<file path="config.mk">
export PLATFORM = sky130hd
export DESIGN_NAME = cmp_pipe
export DESIGN_NICKNAME = d
export VERILOG_FILES = /design/src/rtl/cmp_pkg.sv /design/src/rtl/cmp_slice.sv /design/src/rtl/cmp_pipe.sv
export SDC_FILE = /design/constraint.sdc
export NUM_CORES = 1
export LEC_CHECK = 0
export BUFFER_PORTS_ARGS = -buffer_cell sky130_fd_sc_hd__buf_2
export CELL_PAD_IN_SITES_DETAIL_PLACEMENT = 0
export CELL_PAD_IN_SITES_GLOBAL_PLACEMENT = 2
export CORE_MARGIN = 8
export CORE_UTILIZATION = 33
export CTS_BUF_LIST = sky130_fd_sc_hd__clkbuf_8
export DETAILED_ROUTE_END_ITERATION = 7
export PLACE_DENSITY_LB_ADDON = 0.1
export SLEW_MARGIN = 0
export SYNTH_ARGS = -nofsm -noshare
export SYNTH_HDL_FRONTEND = slang
export SYNTH_SLANG_ARGS = --single-unit
export TNS_END_PERCENT = 50
</file>
<file path="constraint.sdc">
create_clock -name clk -period 4.9 [get_ports clk]
set_clock_uncertainty 0.1 [all_clocks]
set_input_delay 0 -clock clk [delete_from_list [all_inputs] [get_ports clk]]
set_output_delay 0 -clock clk [all_outputs]
set_load 0.1 [all_outputs]
</file>
<file path="src/rtl/cmp_pkg.sv">
// Shared compare-op encoding for the branch comparator and decode logic.
package cmp_pkg;

  localparam int CMP_OP_W = 3;

  typedef logic [CMP_OP_W-1:0] cmp_op_t;

  localparam cmp_op_t CMP_EQ  = 3'd0;
  localparam cmp_op_t CMP_NE  = 3'd1;
  localparam cmp_op_t CMP_LTZ = 3'd2;
  localparam cmp_op_t CMP_GEZ = 3'd3;
  localparam cmp_op_t CMP_GTZ = 3'd4;
  localparam cmp_op_t CMP_LEZ = 3'd5;
  localparam cmp_op_t CMP_LT  = 3'd6;
  localparam cmp_op_t CMP_LTU = 3'd7;

endpackage

</file>
<file path="src/rtl/cmp_slice.sv">
// One elastic register stage carrying {valid, cond, tag} with a valid/ready
// handshake on both sides; flush empties the stage on the next edge.
module cmp_slice #(
  parameter int TAG_W = 32
) (
  input  logic             clk,
  input  logic             reset_n,
  input  logic             flush,
  input  logic             up_valid,
  input  logic             up_cond,
  input  logic [TAG_W-1:0] up_tag,
  output logic             up_ready,
  input  logic             down_ready,
  output logic             valid,
  output logic             cond,
  output logic [TAG_W-1:0] tag
);

  // Stage can take new data when empty or when its content leaves this cycle.
  assign up_ready = !valid || down_ready;

  always_ff @(posedge clk or negedge reset_n) begin
    if (!reset_n) begin
      valid <= 1'b0;
      cond  <= 1'b0;
      tag   <= '0;
    end else if (flush) begin
      valid <= 1'b0;
    end else if (up_ready) begin
      valid <= up_valid;
      if (up_valid) begin
        cond <= up_cond;
        tag  <= up_tag;
      end
    end
  end

endmodule

</file>
<file path="src/rtl/cmp_pipe.sv">
// Elastic branch-condition comparator: DEPTH cmp_slice stages behind the compare.
// Optional statistics counters are built when CMP_STATS_EN is defined.
module cmp_pipe
  import cmp_pkg::*;
#(
  parameter int WIDTH = 32,
  parameter int DEPTH = 2,
  parameter int TAG_W = 32
) (
  input  logic             clk,
  input  logic             reset_n,
  input  logic             flush,
  input  logic             in_valid,
  output logic             in_ready,
  input  logic [WIDTH-1:0] c1,
  input  logic [WIDTH-1:0] c2,
  input  cmp_op_t          cmp_op,
  input  logic [TAG_W-1:0] in_tag,
  output logic             out_valid,
  input  logic             out_ready,
  output logic             cond,
  output logic [TAG_W-1:0] out_tag
`ifdef CMP_STATS_EN
  ,
  output logic [31:0]      taken_cnt,
  output logic [31:0]      total_cnt
`endif
);

  logic             cond_next;
  logic [DEPTH-1:0] v;
  logic [DEPTH-1:0] c;
  logic [DEPTH-1:0] rdy;
  logic [TAG_W-1:0] t [DEPTH];

  // Operands are consumed here; only the 1-bit result enters the pipeline.
  always_comb begin
    cond_next = 1'b0;
    case (cmp_op)
      CMP_EQ:  cond_next = (c1 == c2);
      CMP_NE:  cond_next = (c1 != c2);
      CMP_LTZ: cond_next = c1[WIDTH-1];
      CMP_GEZ: cond_next = !c1[WIDTH-1];
      CMP_GTZ: cond_next = !c1[WIDTH-1] && (c1 != '0);
      CMP_LEZ: cond_next = c1[WIDTH-1] || (c1 == '0);
      CMP_LT:  cond_next = ($signed(c1) < $signed(c2));
      CMP_LTU: cond_next = (c1 < c2);
      default: cond_next = 1'b0;
    endcase
  end

  for (genvar i = 0; i < DEPTH; i++) begin : g_stage
    logic             up_v;
    logic             up_c;
    logic [TAG_W-1:0] up_t;
    logic             dn_r;

    if (i == 0) begin : g_head
      assign up_v = in_valid;
      assign up_c = cond_next;
      assign up_t = in_tag;
    end else begin : g_body
      assign up_v = v[i-1];
      assign up_c = c[i-1];
      assign up_t = t[i-1];
    end

    if (i == DEPTH - 1) begin : g_tail
      assign dn_r = out_ready;
    end else begin : g_link
      assign dn_r = rdy[i+1];
    end

    cmp_slice #(.TAG_W(TAG_W)) u_slice (
      .clk        (clk),
      .reset_n    (reset_n),
      .flush      (flush),
      .up_valid   (up_v),
      .up_cond    (up_c),
      .up_tag     (up_t),
      .up_ready   (rdy[i]),
      .down_ready (dn_r),
      .valid      (v[i]),
      .cond       (c[i]),
      .tag        (t[i])
    );
  end

  // Flush wins over acceptance so nothing new slips in behind the discard.
  assign in_ready  = rdy[0] && !flush;
  assign out_valid = v[DEPTH-1];
  assign cond      = c[DEPTH-1];
  assign out_tag   = t[DEPTH-1];

`ifdef CMP_STATS_EN
  logic deliver;
  assign deliver = out_valid && out_ready;

  always_ff @(posedge clk or negedge reset_n) begin
    if (!reset_n) begin
      taken_cnt <= '0;
      total_cnt <= '0;
    end else if (deliver) begin
      if (total_cnt != 32'hFFFF_FFFF) total_cnt <= total_cnt + 32'd1;
      if (cond && (taken_cnt != 32'hFFFF_FFFF)) taken_cnt <= taken_cnt + 32'd1;
    end
  end
`endif

endmodule

</file>
Yosys cells after proc, flatten, opt, wreduce, memory -nomap -nowiden. Cells that the tools add are included.

Order comparisons: 2. Eq/ne operators: 9. Multiplexer cells: 5. Bitwise logic cells: 1. Reduce and logical (&&, ||, !) cells: 16.

Operators by type and width (number): < comparator 32 bit (2); == test 32 bit (1); zero test 32 bit (1); inequality test 32 bit (1); nonzero test 32 bit (1); == test 3 bit (second input constant) (4); case mux 1 bit (8 select lines) (1); == test 3 x 2 -> 1 bit (second input constant) (2); AND reduction 3 bit (2); zero test 1 bit (4); 2-to-1 mux 1 bit (4); nonzero test 2 bit (2); == test 3 x 1 -> 1 bit (second input constant) (1); zero test 3 bit (1); logical OR 1 bit (3); logical AND 1 bit (2); NOT 1 bit (1).

Flip-flop bits (word level): 68. Input port bits: 104. Output and inout port bits: 35.

Depth between registers and ports, before layout. Gate-level depths: netlist (run 1).

Word-level depth: 5. Mapped depth: 9. Gate-level depth less buffers: 9.

Modules after synthesis. From an unflattened synthesis (run 1), not the netlist that was laid out.

Cells, all modules: 292. Area total of the unflattened synthesis: 3580.9 um^2.

By module, submodules not included: cmp_slice (instances 2, cells an instance 75, area each 1300.0 um^2, seq. area each 850.8 um^2); cmp_pipe (instances 1, cells an instance 142, area each 980.9 um^2, seq. area each 0.0 um^2).

Worst setup path before layout (run 1). Ideal clock, no wire load.

Path type: register to register. From: register g_stage[1].u_slice.valid. To: register g_stage[0].u_slice.cond. Setup time: 87 ps. Data arrival time: 2980 ps. Setup slack: 1734 ps. Cell stages (with the launch flop): 6. Buffers on the path: 0. Period minus slack after synthesis: 3166 ps. Cells stage by stage: dfrtp_1 nor2b_1 a21oi_2 nand2_1 or4_1 o211ai_1.

Cells in the longest elaborated chain, start to end: 4.

Ends and longest elaborated chain: from (decl) (RTL line cmp_slice.sv:14) `output logic valid,`; from (signal assigned) (RTL line cmp_slice.sv:30) `valid <= up_valid;`; zero test 1 bit (RTL line cmp_slice.sv:20) `assign up_ready = !valid || down_ready;`; logical OR 1 bit (2 in series) (RTL line cmp_slice.sv:20); AND reduction 3 bit (no source line); to (signal assigned) (RTL line cmp_slice.sv:32) `cond <= up_cond;`; to (decl) (RTL line cmp_slice.sv:15) `output logic cond,`.

No other way between the ends. A chain may end at the register's enable or synchronous reset.

Worst setup path in the final report (run 1). Ends and elaborated chain as after synthesis.

==> flow_summary.rst, run 1 <==
.. list-table::
   :header-rows: 1

   * - Metric
     - Value
   * - Detail Placement HPWL
     - 6620 um
   * - Startpoint kind of the worst setup timing path
     - flop
   * - Die extent in x
     - 118 um
   * - Area Overhead vs Synth
     - 40.3%
   * - Required time reported for the critical path endpoint
     - between 5000 and 6000 ps
   * - CTS Buf Count
     - 9
   * - Top Ports
     - 139
   * - Tcrit/Tclk final
     - 56.5%
   * - Worst setup slack after layout
     - 2130 ps
   * - Pre-Repair DR Iteration Count
     - 4
   * - Die height
     - about 120 um
   * - Final critical path time including I/O delays and setup
     - 2770 ps
   * - Kind of end point of the critical path
     - flop
   * - Routability congestion estimate
     - 0.733
   * - Setup repair after global routing missed its margin
     - no
   * - Placed insts
     - 550
   * - DR WL/cell
     - around 14 um
   * - Number of flops mapped to enable cells by yosys
     - 0
   * - Number of cell rows
     - 37
   * - Flip-flop and latch count after synthesis
     - 68
   * - Mapped Avg Cell Area
     - 12.3 um2
   * - First-pass GRT wire length
     - about 14000 um
   * - Ratio of cells with drive above 1 in the final layout
     - 34.8%
   * - Maximum root-to-sink buffer count
     - 2
   * - Htree depth
     - 3
   * - Placement-stage worst setup slack
     - roughly 2600 ps
   * - Setup Viol. Count Final
     - 0
   * - Start-to-end type of the worst setup path
     - reg2reg
   * - Worst skew pair latency
     - around 330 ps
   * - Routed WL
     - roughly 8600 um
   * - Power density over the cells
     - approximately 430 nW/um2
   * - Post-route insts no fill
     - around 600
   * - Total routing usage reported by global routing
     - between 10% and 20%
   * - Initial antenna violation count
     - 0
   * - Clock tree from TritonCTS
     - built
   * - Leakage component of the power
     - 2.48 nW
   * - Max Slew Vio Count
     - 0
   * - Largest net degree at the start of global routing
     - 69
   * - N_diodes
     - 0
   * - Num Clock Sinks
     - between 60 and 70
   * - Worst VDD drop
     - roughly 0.27 mV
   * - CTS Hold Bufs
     - 39
   * - Count of input and output buffers
     - 138
   * - Number of nets in the layout
     - 600
   * - Die area
     - 14000 um2
   * - Number of nets with antenna violations after detailed routing
     - 0
   * - Max Fanout on Critical Path
     - 36
   * - Vias in the first global route
     - 3047
   * - Setup TNS
     - 0 ps
   * - Dominant register cell in the synthesized netlist
     - sky130_fd_sc_hd__dfrtp_1
   * - Slew Limit Headroom
     - 42.6%
   * - Post-Syn Nets
     - 417
   * - Via-to-Cell Ratio
     - 4.51
   * - Worst setup path startpoint
     - g_stage[1].u_slice.valid$_DFFE_PN0P_
   * - Fillers
     - 986
   * - Post-synthesis instance area
     - 3460 um2
   * - Worst reg-to-reg setup slack
     - between 2000 and 2500 ps
   * - Gr ovfl total
     - 0
   * - Fmax
     - ~360 MHz
   * - WP data arrival
     - 2930 ps
   * - Register area share after synthesis
     - between 40 and 50%
   * - Number of vias after detailed routing
     - around 2700
   * - Post-synth ARST share
     - 100%
   * - Status
     - finished clean
   * - Remaining design rule violation count
     - 0
   * - Capture point of the critical path
     - g_stage[0].u_slice.cond$_DFFE_PN0P_
   * - Reg-to-reg endpoint
     - g_stage[0].u_slice.cond$_DFFE_PN0P_
   * - Yosys Warn Count
     - 0
   * - MaxCap Viol Count
     - 0
   * - Launch point of the worst reg-to-reg path
     - g_stage[1].u_slice.valid$_DFFE_PN0P_
   * - Post-CTS resize count
     - 0
   * - Initial DRC Count
     - between 60 and 70
   * - Worst r2r path cells
     - 6
   * - Clock-pin transition on the worst setup and hold timing paths
     - 70 ps
   * - Slew at the pin closest to its max-slew limit
     - 858 ps
   * - Placeable Area
     - 10200 um2
   * - Postcts setup bufs
     - 0
   * - Buffer cell driving the clock tree root
     - sky130_fd_sc_hd__clkbuf_8
   * - Final hold viol count
     - 0
   * - Initial Utilization
     - 33.8%
   * - Min Hold Slack
     - about 280 ps
   * - Number of instances in the synthesized netlist
     - 281
   * - Library cells used by synthesis
     - 34
   * - Total power draw
     - 2.11 mW
   * - Hold Path Class
     - in2async
-- critical path, stage by stage, from the launching register on --
cell                            delay (ps)
sky130_fd_sc_hd__dfrtp_1               370
sky130_fd_sc_hd__nor2b_1               170
sky130_fd_sc_hd__a21oi_2               180
sky130_fd_sc_hd__nand2_2               510
sky130_fd_sc_hd__or4_1                 700
sky130_fd_sc_hd__o211ai_1              100
sky130_fd_sc_hd__dlygate4sd3_1         570
-- logic make-up (layout without fill, tap and decap cells) --
group / after synthesis / after routing / share of synthesized area [%]
mux: 66 / 66 / 21.4
fa+ha+maj: 32 / 32 / 11.6
buf+inv: 39 / 227 / 4.52
flops: 68 / 68 / 49.2
compound gates: 32 / 32 / 6.26
simple gates: 42 / 42 / 6.51
xor+xnor: 2 / 2 / 0.506
-- layout by cell type (no fill, tap or decap), drive strengths merged, types with 2 or more instances in the layout --
master and count:
nor2 6, nor4 11, ha 32, clkinv 2
nor2b 2, mux2 65, dfrtp 68, o21ai 2
nand4 9, nand2 9, clkbuf 10, a21oi 14
inv 36, o211ai 3, a21o 4, dlygate4sd3 39
nand3 3, buf 140
-- worst min path at each step --
| stage | startpoint | end | slack, ps | cells after the start |
|---|---|---|---|---|
| final | reset_n | g_stage[1].u_slice.tag[7]$_DFFE_PN0P_ | 280 | 3 |
| after global routing | in_tag[8] | g_stage[0].u_slice.tag[8]$_DFFE_PN0P_ | 310 | 3 |
| after CTS | flush | g_stage[0].u_slice.valid$_DFFE_PN0P_ | 290 | 3 |
| after global placement | flush | g_stage[1].u_slice.valid$_DFFE_PN0P_ | 110 | 2 |
| after detailed placement | flush | g_stage[1].u_slice.valid$_DFFE_PN0P_ | 110 | 2 |
| after floorplan | reset_n | g_stage[0].u_slice.cond$_DFFE_PN0P_ | -400 | 0 |
-- registers in the layout (all words and copies together) (netlist names) --
signal	cells
g_stage.u_slice.tag	64
g_stage.u_slice.cond	2
g_stage.u_slice.valid	2
-- layer usage --
metal  GRT usage [%]  share of wire, %  wire (um)  vias up
met5               0                 0          0        -
met4            4.74               1.3        110        0
met3            4.09               6.6        569        8
met2            21.1                49       4170       82
met1            14.0                44       3740     1277
li1                -                 -          -     1362
-- stage by stage --
step	cell area, um2	utilization [%]
2_1_floorplan	3460	-
4_1_cts	4850	47.5
5_1_grt	4850	47.5
3_3_place_gp	4300	42.0
6_report	4850	47.5
3_5_place_dp	4300	42.0
-- power breakdown --
group	internal [mW]	switching, mW
clock network	0.188	0.189
logic	0.211	0.775
registers	0.687	0.0606
-- area by class of cell --
class                           instances  area (um2)  area share (%)
Sequential cell                        68        1700            35.1
Multi-Input combinational cell        174        1600            33.0
Timing Repair Buffer                  179        1100            22.6
Tap cell                              136         170            3.51
Clock buffer                           10         138            2.84
Inverter                               32         120            2.47
Clock inverter                          6        25.0           0.515
-- Yosys cell counts (all sizes together) (3+ instances only) --
| cell type | number | area share [%] |
|---|---|---|
| nor2 | 6 | 0.65 |
| ha | 32 | 12 |
| nand3 | 3 | 0.43 |
| buf | 6 | 0.94 |
| nand4 | 9 | 1.6 |
| a21oi | 14 | 2.2 |
| a21o | 4 | 0.87 |
| nor4 | 11 | 2.0 |
| inv | 32 | 3.5 |
| nand2 | 9 | 0.98 |
| mux2 | 65 | 21 |
| dfrtp | 68 | 49 |
| o211ai | 3 | 0.65 |
Power figures use the tool's default switching activity.
==> run 2, diff against run 1 <==
--- a/config.mk
+++ b/config.mk
@@ -9,7 +9,7 @@
 export CELL_PAD_IN_SITES_DETAIL_PLACEMENT = 0
 export CELL_PAD_IN_SITES_GLOBAL_PLACEMENT = 2
 export CORE_MARGIN = 8
-export CORE_UTILIZATION = 33
+export CORE_UTILIZATION = 28
 export CTS_BUF_LIST = sky130_fd_sc_hd__clkbuf_8
 export DETAILED_ROUTE_END_ITERATION = 7
 export PLACE_DENSITY_LB_ADDON = 0.1
==> constraint.sdc (replaced) <==
create_clock -name clk -period 2.5 [get_ports clk]
set_clock_uncertainty 0.1 [all_clocks]
set_input_delay 0 -clock clk [delete_from_list [all_inputs] [get_ports clk]]
set_output_delay 0 -clock clk [all_outputs]
set_load 0.1 [all_outputs]
==> flow_summary.rst, run 2 (same netlist as run 1, synthesis figures left out) <==
.. list-table::
   :header-rows: 1

   * - Metric
     - Value
   * - Postcts setup bufs
     - 0 (unchanged)
   * - MaxCap Viol Count
     - 0 (unchanged)
   * - Ratio of cells with drive above 1 in the final layout
     - 35.4% (+0.69 points)
   * - Post-Route M1 WL
     - 3750 um (about the same)
   * - Max Fanout on Critical Path
     - 12 (-67%)
   * - Area Overhead vs Synth
     - 44.2%
   * - Top Ports
     - 139 (unchanged)
   * - Pre-Repair DR Iteration Count
     - 4 (unchanged)
   * - Number of nets with antenna violations after detailed routing
     - 0 (unchanged)
   * - Setup TNS
     - 0 ps (unchanged)
   * - N_diodes
     - 0 (unchanged)
   * - Num Clock Sinks
     - 68 (unchanged)
   * - Power density over the cells
     - 842 nW/um2 (+94%)
   * - Leading cell types in the layout, fill and taps excluded
     - 138 x sky130_fd_sc_hd__buf_2, 67 x sky130_fd_sc_hd__dfrtp_1, 58 x sky130_fd_sc_hd__mux2_1
   * - Placeable Area
     - 12100 um2 (+18%)
   * - CTS Hold Bufs
     - 41 (+5.1%)
   * - Worst r2r path cells
     - 6 (unchanged)
   * - Number of vias after detailed routing
     - 2749 (+0.73%)
   * - Fmax
     - 427 MHz (+18%)
   * - Initial Utilization
     - 28.7% (-5.1 points)
   * - Topmost layer with routed signal wires
     - met4
   * - Status
     - finished clean
   * - Launch point of the worst reg-to-reg path
     - g_stage[1].u_slice.valid$_DFFE_PN0P_
   * - Worst reg-to-reg setup slack
     - 160 ps (-1970 ps)
   * - Largest register FFs
     - 64 (unchanged)
   * - Number of nets in the layout
     - 605 (+0.83%)
   * - Post-CTS resize count
     - 0 (unchanged)
   * - Start-to-end type of the worst setup path
     - reg2reg
   * - Remaining design rule violation count
     - 0 (unchanged)
   * - Total power draw
     - 4.20 mW (+99%)
   * - Final critical path time including I/O delays and setup
     - 2340 ps (-428 ps)
   * - Setup Viol. Count Final
     - 0 (unchanged)
   * - Fillers
     - 1203 (+22%)
   * - Slew at the pin closest to its max-slew limit
     - 515 ps (-342 ps)
   * - Initial antenna violation count
     - 0 (unchanged)
   * - Largest net degree at the start of global routing
     - 34 (-51%)
   * - Buffer cell driving the clock tree root
     - sky130_fd_sc_hd__clkbuf_8
   * - Die extent in x
     - 127 um (+7.4%)
   * - Initial DRC Count
     - 54 (-11%)
   * - Maximum root-to-sink buffer count
     - 2 (unchanged)
   * - Htree depth
     - 3 (unchanged)
   * - Tcrit/Tclk final
     - 93.6% (+37 points)
   * - Routability congestion estimate
     - 0.678 (-7.5%)
   * - Worst skew pair latency
     - 330 ps (about the same)
   * - Reg-to-reg endpoint
     - g_stage[0].u_slice.cond$_DFFE_PN0P_
   * - Post-Place Cell Area
     - 4400 um2 (+2.2%)
   * - Via-to-Cell Ratio
     - 4.28 (-5.1%)
   * - Kind of end point of the critical path
     - flop
   * - Met3 wire len
     - 689 um (+21%)
   * - Worst setup slack after layout
     - 160 ps (-1970 ps)
   * - Placement-stage worst setup slack
     - 329 ps (-2300 ps)
   * - Commonest non-fill, non-tap cell in the layout
     - sky130_fd_sc_hd__buf_2
   * - Clock tree from TritonCTS
     - built
   * - Number of cell rows
     - 40 (+8.1%)
   * - WP data arrival
     - 2490 ps (-440 ps)
   * - Die area
     - 16200 um2 (+15%)
   * - Required time reported for the critical path endpoint
     - 2650 ps (-2420 ps)
   * - Slew Limit Headroom
     - 65.9% (+23 points)
   * - Leakage component of the power
     - 2.51 nW (+1.4%)
   * - Register with the most flip-flops
     - g_stage.u_slice.tag
   * - Count of input and output buffers
     - 138 (unchanged)
   * - Setup repair after global routing missed its margin
     - no
   * - Max Slew Vio Count
     - 0 (unchanged)
   * - Worst VDD drop
     - 0.249 mV (-9.2%)
   * - Detail Placement HPWL
     - 6980 um (+5.5%)
   * - CTS Buf Count
     - 9 (unchanged)
   * - Top flop regs
     - g_stage.u_slice.tag (64), g_stage.u_slice.cond (2), g_stage.u_slice.valid (2)
   * - Die height
     - 127 um (+7.4%)
   * - Gr ovfl total
     - 0 (unchanged)
   * - First-pass GRT wire length
     - 14600 um (+2.2%)
   * - Hold Path Class
     - in2async
   * - Length of routed met2 wiring
     - 4260 um (+2.2%)
   * - Total routing usage reported by global routing
     - 11.3% (-1.0 points)
   * - Cell area after layout
     - 4990 um2 (+2.8%)
   * - Clock-pin transition on the worst setup and hold timing paths
     - 70 ps (about the same)
   * - Routed WL
     - 8800 um (+2.5%)
   * - Vias in the first global route
     - 2986 (-2.0%)
   * - Min Hold Slack
     - 45.8 ps (-232 ps)
   * - DR WL/cell
     - 13.7 um (-3.4%)
   * - Final hold viol count
     - 0 (unchanged)
   * - Startpoint kind of the worst setup timing path
     - flop
==> run 2: changes by cell type in the layout (fill, tap and decap cells not counted), sizes merged <==
cell and change:
buf +3, clkbuf +2, clkinv -1, dlygate4sd3 +2, inv -1
==> run 2: routing by layer <==
metal / vias up / GRT usage, %
li1: 1378 / -
met1: 1276 / 12.8
met2: 88 / 18.7
met3: 7 / 4.78
met4: 0 / 3.99
met5: - / 0
==> run 2: worst max-delay path: stages (launching register included) <==
cell                            delay (ps)
sky130_fd_sc_hd__dfrtp_2               400
sky130_fd_sc_hd__nor2b_1               180
sky130_fd_sc_hd__a21oi_4               140
sky130_fd_sc_hd__nand2_2               220
sky130_fd_sc_hd__or4_1                 560
sky130_fd_sc_hd__dlygate4sd3_1         560
sky130_fd_sc_hd__o211ai_1               90
==> run 2: power by group <==
group | switching [mW] | leakage [nW] | internal (mW)
Sequential | 0.116 | 0.807 | 1.35
Clock | 0.372 | 0.106 | 0.429
Combinational | 1.52 | 1.60 | 0.419
==> run 2: per-stage QoR <==
step           util [%]  instances
2_1_floorplan         -        281
3_3_place_gp       36.5        585
3_5_place_dp       36.5        585
4_1_cts            41.4        642
5_1_grt            41.4        642
6_report           41.4        642
==> run 2: worst max path at each step <==
stage / to / start / cells past startpoint / slack, ps
2_1_floorplan: g_stage[0].u_slice.cond$_DFFE_PN0P_ / g_stage[1].u_slice.valid$_DFFE_PN0P_ / 5 / 20
3_3_place_gp: g_stage[0].u_slice.cond$_DFFE_PN0P_ / c1[7] / 9 / 350
3_5_place_dp: g_stage[0].u_slice.cond$_DFFE_PN0P_ / c1[7] / 9 / 330
4_1_cts: g_stage[0].u_slice.cond$_DFFE_PN0P_ / g_stage[1].u_slice.valid$_DFFE_PN0P_ / 6 / 140
5_1_grt: g_stage[0].u_slice.cond$_DFFE_PN0P_ / c1[7] / 10 / 30
6_report: g_stage[0].u_slice.cond$_DFFE_PN0P_ / g_stage[1].u_slice.valid$_DFFE_PN0P_ / 6 / 160
==> run 2: area by class of cell <==
cell class | count | area, um2 | share of cell area (%)
Clock inverter | 4 | 16.3 | 0.326
Sequential cell | 68 | 1700 | 34.1
Timing Repair Buffer | 184 | 1160 | 23.3
Inverter | 32 | 120 | 2.41
Clock buffer | 12 | 165 | 3.31
Multi-Input combinational cell | 174 | 1610 | 32.3
Tap cell | 168 | 210 | 4.21
==> run 3, diff against run 2 <==
--- a/config.mk
+++ b/config.mk
@@ -5,11 +5,12 @@
 export SDC_FILE = /design/constraint.sdc
 export NUM_CORES = 1
 export LEC_CHECK = 0
+export ABC_AREA = 1
 export BUFFER_PORTS_ARGS = -buffer_cell sky130_fd_sc_hd__buf_2
 export CELL_PAD_IN_SITES_DETAIL_PLACEMENT = 0
 export CELL_PAD_IN_SITES_GLOBAL_PLACEMENT = 2
 export CORE_MARGIN = 8
-export CORE_UTILIZATION = 28
+export CORE_UTILIZATION = 25
 export CTS_BUF_LIST = sky130_fd_sc_hd__clkbuf_8
 export DETAILED_ROUTE_END_ITERATION = 7
 export PLACE_DENSITY_LB_ADDON = 0.1
==> flow_summary.rst, run 3 <==
.. list-table::
   :header-rows: 1

   * - Metric
     - Value
   * - Leading cell types by total area after synthesis
     - sky130_fd_sc_hd__dfrtp_1 47%, sky130_fd_sc_hd__ha_1 11%, sky130_fd_sc_hd__nand2_1 8.8%
   * - Final critical path time including I/O delays and setup
     - 2210 ps (-132 ps)
   * - Routed WL
     - 9870 um (+12%)
   * - Cell area after layout
     - 5130 um2 (+2.8%)
   * - Register area share after synthesis
     - 47.1% (-2.1 points)
   * - Largest net degree at the start of global routing
     - 48 (+41%)
   * - Register with the most flip-flops
     - g_stage.u_slice.tag
   * - Vias in the first global route
     - 3569 (+20%)
   * - Top flop regs
     - g_stage.u_slice.tag (64), g_stage.u_slice.cond (2), g_stage.u_slice.valid (2)
   * - Tcrit/Tclk final
     - 88.3% (-5.3 points)
   * - Via-to-Cell Ratio
     - 3.99 (-6.9%)
   * - Number of vias after detailed routing
     - 3261 (+19%)
   * - Number of instances in the synthesized netlist
     - 451 (+60%)
   * - Status
     - finished clean
   * - Post-Place Cell Area
     - 4510 um2 (+2.6%)
   * - Crit. path cell count
     - 11 (+5)
   * - Kind of end point of the critical path
     - flop
   * - Setup TNS
     - 0 ps (unchanged)
   * - Area Overhead vs Synth
     - 42.1%
   * - CTS Buf Count
     - 9 (unchanged)
   * - Remaining design rule violation count
     - 0 (unchanged)
   * - Post-synth ARST share
     - 100% (unchanged)
   * - Clock tree from TritonCTS
     - built
   * - Flip-flop and latch count after synthesis
     - 68 (unchanged)
   * - Number of nets in the layout
     - 765 (+26%)
   * - Post-Syn Nets
     - 587 (+41%)
   * - Cell occurring most often along the worst timing path
     - sky130_fd_sc_hd__nand2_1
   * - DR WL/cell
     - 12.1 um (-12%)
   * - Dominant register cell in the synthesized netlist
     - sky130_fd_sc_hd__dfrtp_1
   * - Die extent in x
     - 136 um (+7.1%)
   * - Buffer cell driving the clock tree root
     - sky130_fd_sc_hd__clkbuf_8
   * - Cell with the most instances after synthesis
     - sky130_fd_sc_hd__nand2_1
   * - Library cells used by synthesis
     - 22 (-35%)
   * - Max Slew Vio Count
     - 0 (unchanged)
   * - Required time reported for the critical path endpoint
     - 2630 ps (-20 ps)
   * - Start-to-end type of the worst setup path
     - reg2reg
   * - Worst r2r path cells
     - 11 (+5)
   * - Top Ports
     - 139 (unchanged)
   * - Post-synthesis instance area
     - 3610 um2 (+4.4%)
   * - Initial DRC Count
     - 110 (+100%)
   * - Hold Path Class
     - in2reg
   * - Gr ovfl total
     - 0 (unchanged)
   * - Reg-to-reg endpoint
     - g_stage[0].u_slice.cond$_DFFE_PN0P_
   * - Postcts setup bufs
     - 0 (unchanged)
   * - Fillers
     - 1539 (+28%)
   * - Maximum root-to-sink buffer count
     - 2 (unchanged)
   * - Top cells by instance count after synthesis
     - 85 x sky130_fd_sc_hd__nand2_1, 81 x sky130_fd_sc_hd__inv_1, 68 x sky130_fd_sc_hd__dfrtp_1
   * - Area of the multi-input gates
     - 1530 um2 (-4.8%)
   * - Area taken by flip-flops and latches
     - 1700 um2 (about the same)
   * - Count of input and output buffers
     - 138 (unchanged)
   * - N_diodes
     - 0 (unchanged)
   * - Mapped Avg Cell Area
     - 8.01 um2 (-35%)
   * - Top cell type's share of synthesized area
     - 47.1% (-2.1 points)
   * - Setup Viol. Count Final
     - 0 (unchanged)
   * - Power density over the cells
     - 794 nW/um2 (-5.7%)
   * - Number of nets with antenna violations after detailed routing
     - 0 (unchanged)
   * - Worst skew pair latency
     - 340 ps (about the same)
   * - Fmax
     - 453 MHz (+6.0%)
   * - Yosys Warn Count
     - 0 (unchanged)
   * - Initial antenna violation count
     - 0 (unchanged)
   * - Worst setup slack after layout
     - 292 ps (+132 ps)
   * - Startpoint kind of the worst setup timing path
     - flop
   * - Cell type contributing the most total cell area after synthesis
     - sky130_fd_sc_hd__dfrtp_1
   * - Worst VDD drop
     - 0.274 mV (+10%)
   * - Clock-pin transition on the worst setup and hold timing paths
     - 60 ps (about the same)
   * - Capture point of the critical path
     - g_stage[0].u_slice.cond$_DFFE_PN0P_
   * - Total routing usage reported by global routing
     - 11.1% (-0.19 points)
   * - Post-layout util
     - 35.8% (-5.5 points)
   * - Worst reg-to-reg setup slack
     - 290 ps (+130 ps)
   * - Setup repair after global routing missed its margin
     - no
   * - Largest register FFs
     - 64 (unchanged)
   * - Number of cell rows
     - 44 (+10%)
   * - Final hold viol count
     - 0 (unchanged)
   * - Min Hold Slack
     - 24.9 ps (-20.9 ps)
   * - Htree depth
     - 3 (unchanged)
   * - Num Clock Sinks
     - 68 (unchanged)
   * - Slew at the pin closest to its max-slew limit
     - 524 ps (+8.14 ps)
   * - Launch point of the worst reg-to-reg path
     - g_stage[1].u_slice.valid$_DFFE_PN0P_
   * - First-pass GRT wire length
     - 16600 um (+14%)
   * - Slew Limit Headroom
     - 65.3% (-0.54 points)
   * - Detail Placement HPWL
     - 7790 um (+12%)
   * - MaxCap Viol Count
     - 0 (unchanged)
   * - Commonest non-fill, non-tap cell in the layout
     - sky130_fd_sc_hd__buf_2
   * - Leakage component of the power
     - 2.87 nW (+14%)
   * - Initial Utilization
     - 25.2% (-3.5 points)
   * - Max Fanout on Critical Path
     - 47 (+35)
   * - Placement-stage worst setup slack
     - 772 ps (+443 ps)
   * - Category of cells accounting for the largest share of critical-path delay
     - buffers and inverters
   * - Worst setup path startpoint
     - g_stage[1].u_slice.valid$_DFFE_PN0P_
   * - Standard cell with the maximum stage delay on the critical path
     - sky130_fd_sc_hd__dlygate4sd3_1
   * - Die height
     - 136 um (+7.1%)
   * - Number of flops mapped to enable cells by yosys
     - 0 (unchanged)
   * - Placeable Area
     - 14300 um2 (+19%)
   * - Pre-Repair DR Iteration Count
     - 4 (unchanged)
   * - Die area
     - 18500 um2 (+15%)
   * - Worst stage delay on the critical path
     - 550 ps (about the same)
   * - Routability congestion estimate
     - 0.699 (+3.0%)
   * - Ratio of cells with drive above 1 in the final layout
     - 26.8% (-8.6 points)
   * - WP data arrival
     - 2340 ps (-150 ps)
   * - Count of buffering cells on the critical path with inverters included
     - 4 (+3)
   * - Crit-path cells
     - inv_1 -> nor2_1 -> nand2_1 -> nand2_1 -> inv_2 -> nand2_2 -> buf_12 -> a31oi_1 -> dlygate4sd3_1 -> nand2_1 -> nand2_1
   * - Leading cell types in the layout, fill and taps excluded
     - 138 x sky130_fd_sc_hd__buf_2, 84 x sky130_fd_sc_hd__nand2_1, 81 x sky130_fd_sc_hd__inv_1
==> run 3: cell types whose count changed after synthesis, sizes merged, moves of 6 or more <==
| cell | change |
|---|---|
| inv | +50 |
| buf | +6 |
| nor4 | -11 |
| a21oi | +32 |
| nor2 | +61 |
| nand2 | +79 |
| mux2 | -64 |
| o21ai | +36 |
==> run 3: per-layer routing <==
layer | GRT usage, % | vias up | share of wire [%]
met3 | 3.40 | 11 | 7.9
met5 | 0 | - | 0
met1 | 13.7 | 1397 | 45
li1 | - | 1766 | -
met4 | 4.58 | 0 | 1.4
met2 | 17.7 | 87 | 45
==> run 3: kinds of logic after synthesis <==
group           Yosys count  synth area share, %
compound gates           88                 12.4
buf+inv                  96                 10.6
mux                       1                0.312
flops                    68                 47.1
fa+ha+maj                32                 11.1
simple gates            166                 18.4
==> run 3: tightest hold or removal path, cell delays in order <==
cell and delay [ps]:
sky130_fd_sc_hd__buf_2 120, sky130_fd_sc_hd__nand2_1 50, sky130_fd_sc_hd__inv_1 30, sky130_fd_sc_hd__nand3_1 70, sky130_fd_sc_hd__nand2_1 50, sky130_fd_sc_hd__nand2_1 50, sky130_fd_sc_hd__nand2_1 40
==> run 3: final cells by class <==
class / count / share of cell area, %
sequential: 68 / 33.2
multi-input combinational: 287 / 29.9
timing repair buffer: 181 / 21.9
clock buffer: 12 / 3.22
clock inverter: 4 / 1.37
inverter: 82 / 6.00
tap: 184 / 4.49
==> run 3: worst min-delay path by stage <==
stage | start | endpoint | slack [ps] | cells after the start
after floorplan | reset_n | g_stage[0].u_slice.cond$_DFFE_PN0P_ | -400 | 0
after global placement | reset_n | g_stage[1].u_slice.tag[19]$_DFFE_PN0P_ | -110 | 1
after detailed placement | reset_n | g_stage[1].u_slice.tag[18]$_DFFE_PN0P_ | -110 | 1
after CTS | cmp_op[2] | g_stage[0].u_slice.cond$_DFFE_PN0P_ | 9 | 7
after global routing | cmp_op[2] | g_stage[0].u_slice.cond$_DFFE_PN0P_ | 60 | 7
final | cmp_op[2] | g_stage[0].u_slice.cond$_DFFE_PN0P_ | 20 | 7
==> run 3: timing repair <==
item                                    in CTS  in global routing
endpoints found under the setup margin       0                  0
resized for setup                            0                  0
hold endpoints to repair                    70                  0
hold buffers                                38                  0
==> run 3: through the flow <==
stage | total power, mW | instances
final | 4.07 | 818
after global routing | 4.32 | 818
after CTS | 4.14 | 818
after detailed placement | 3.03 | 764
after global placement | 3.02 | 764
after floorplan | 2.65 | 451
==> run 3: where the power goes <==
group / switching, mW / leakage (nW) / internal (mW)
Combinational: 1.30 / 1.96 / 0.338
Clock: 0.408 / 0.122 / 0.640
Sequential: 0.0904 / 0.789 / 1.30
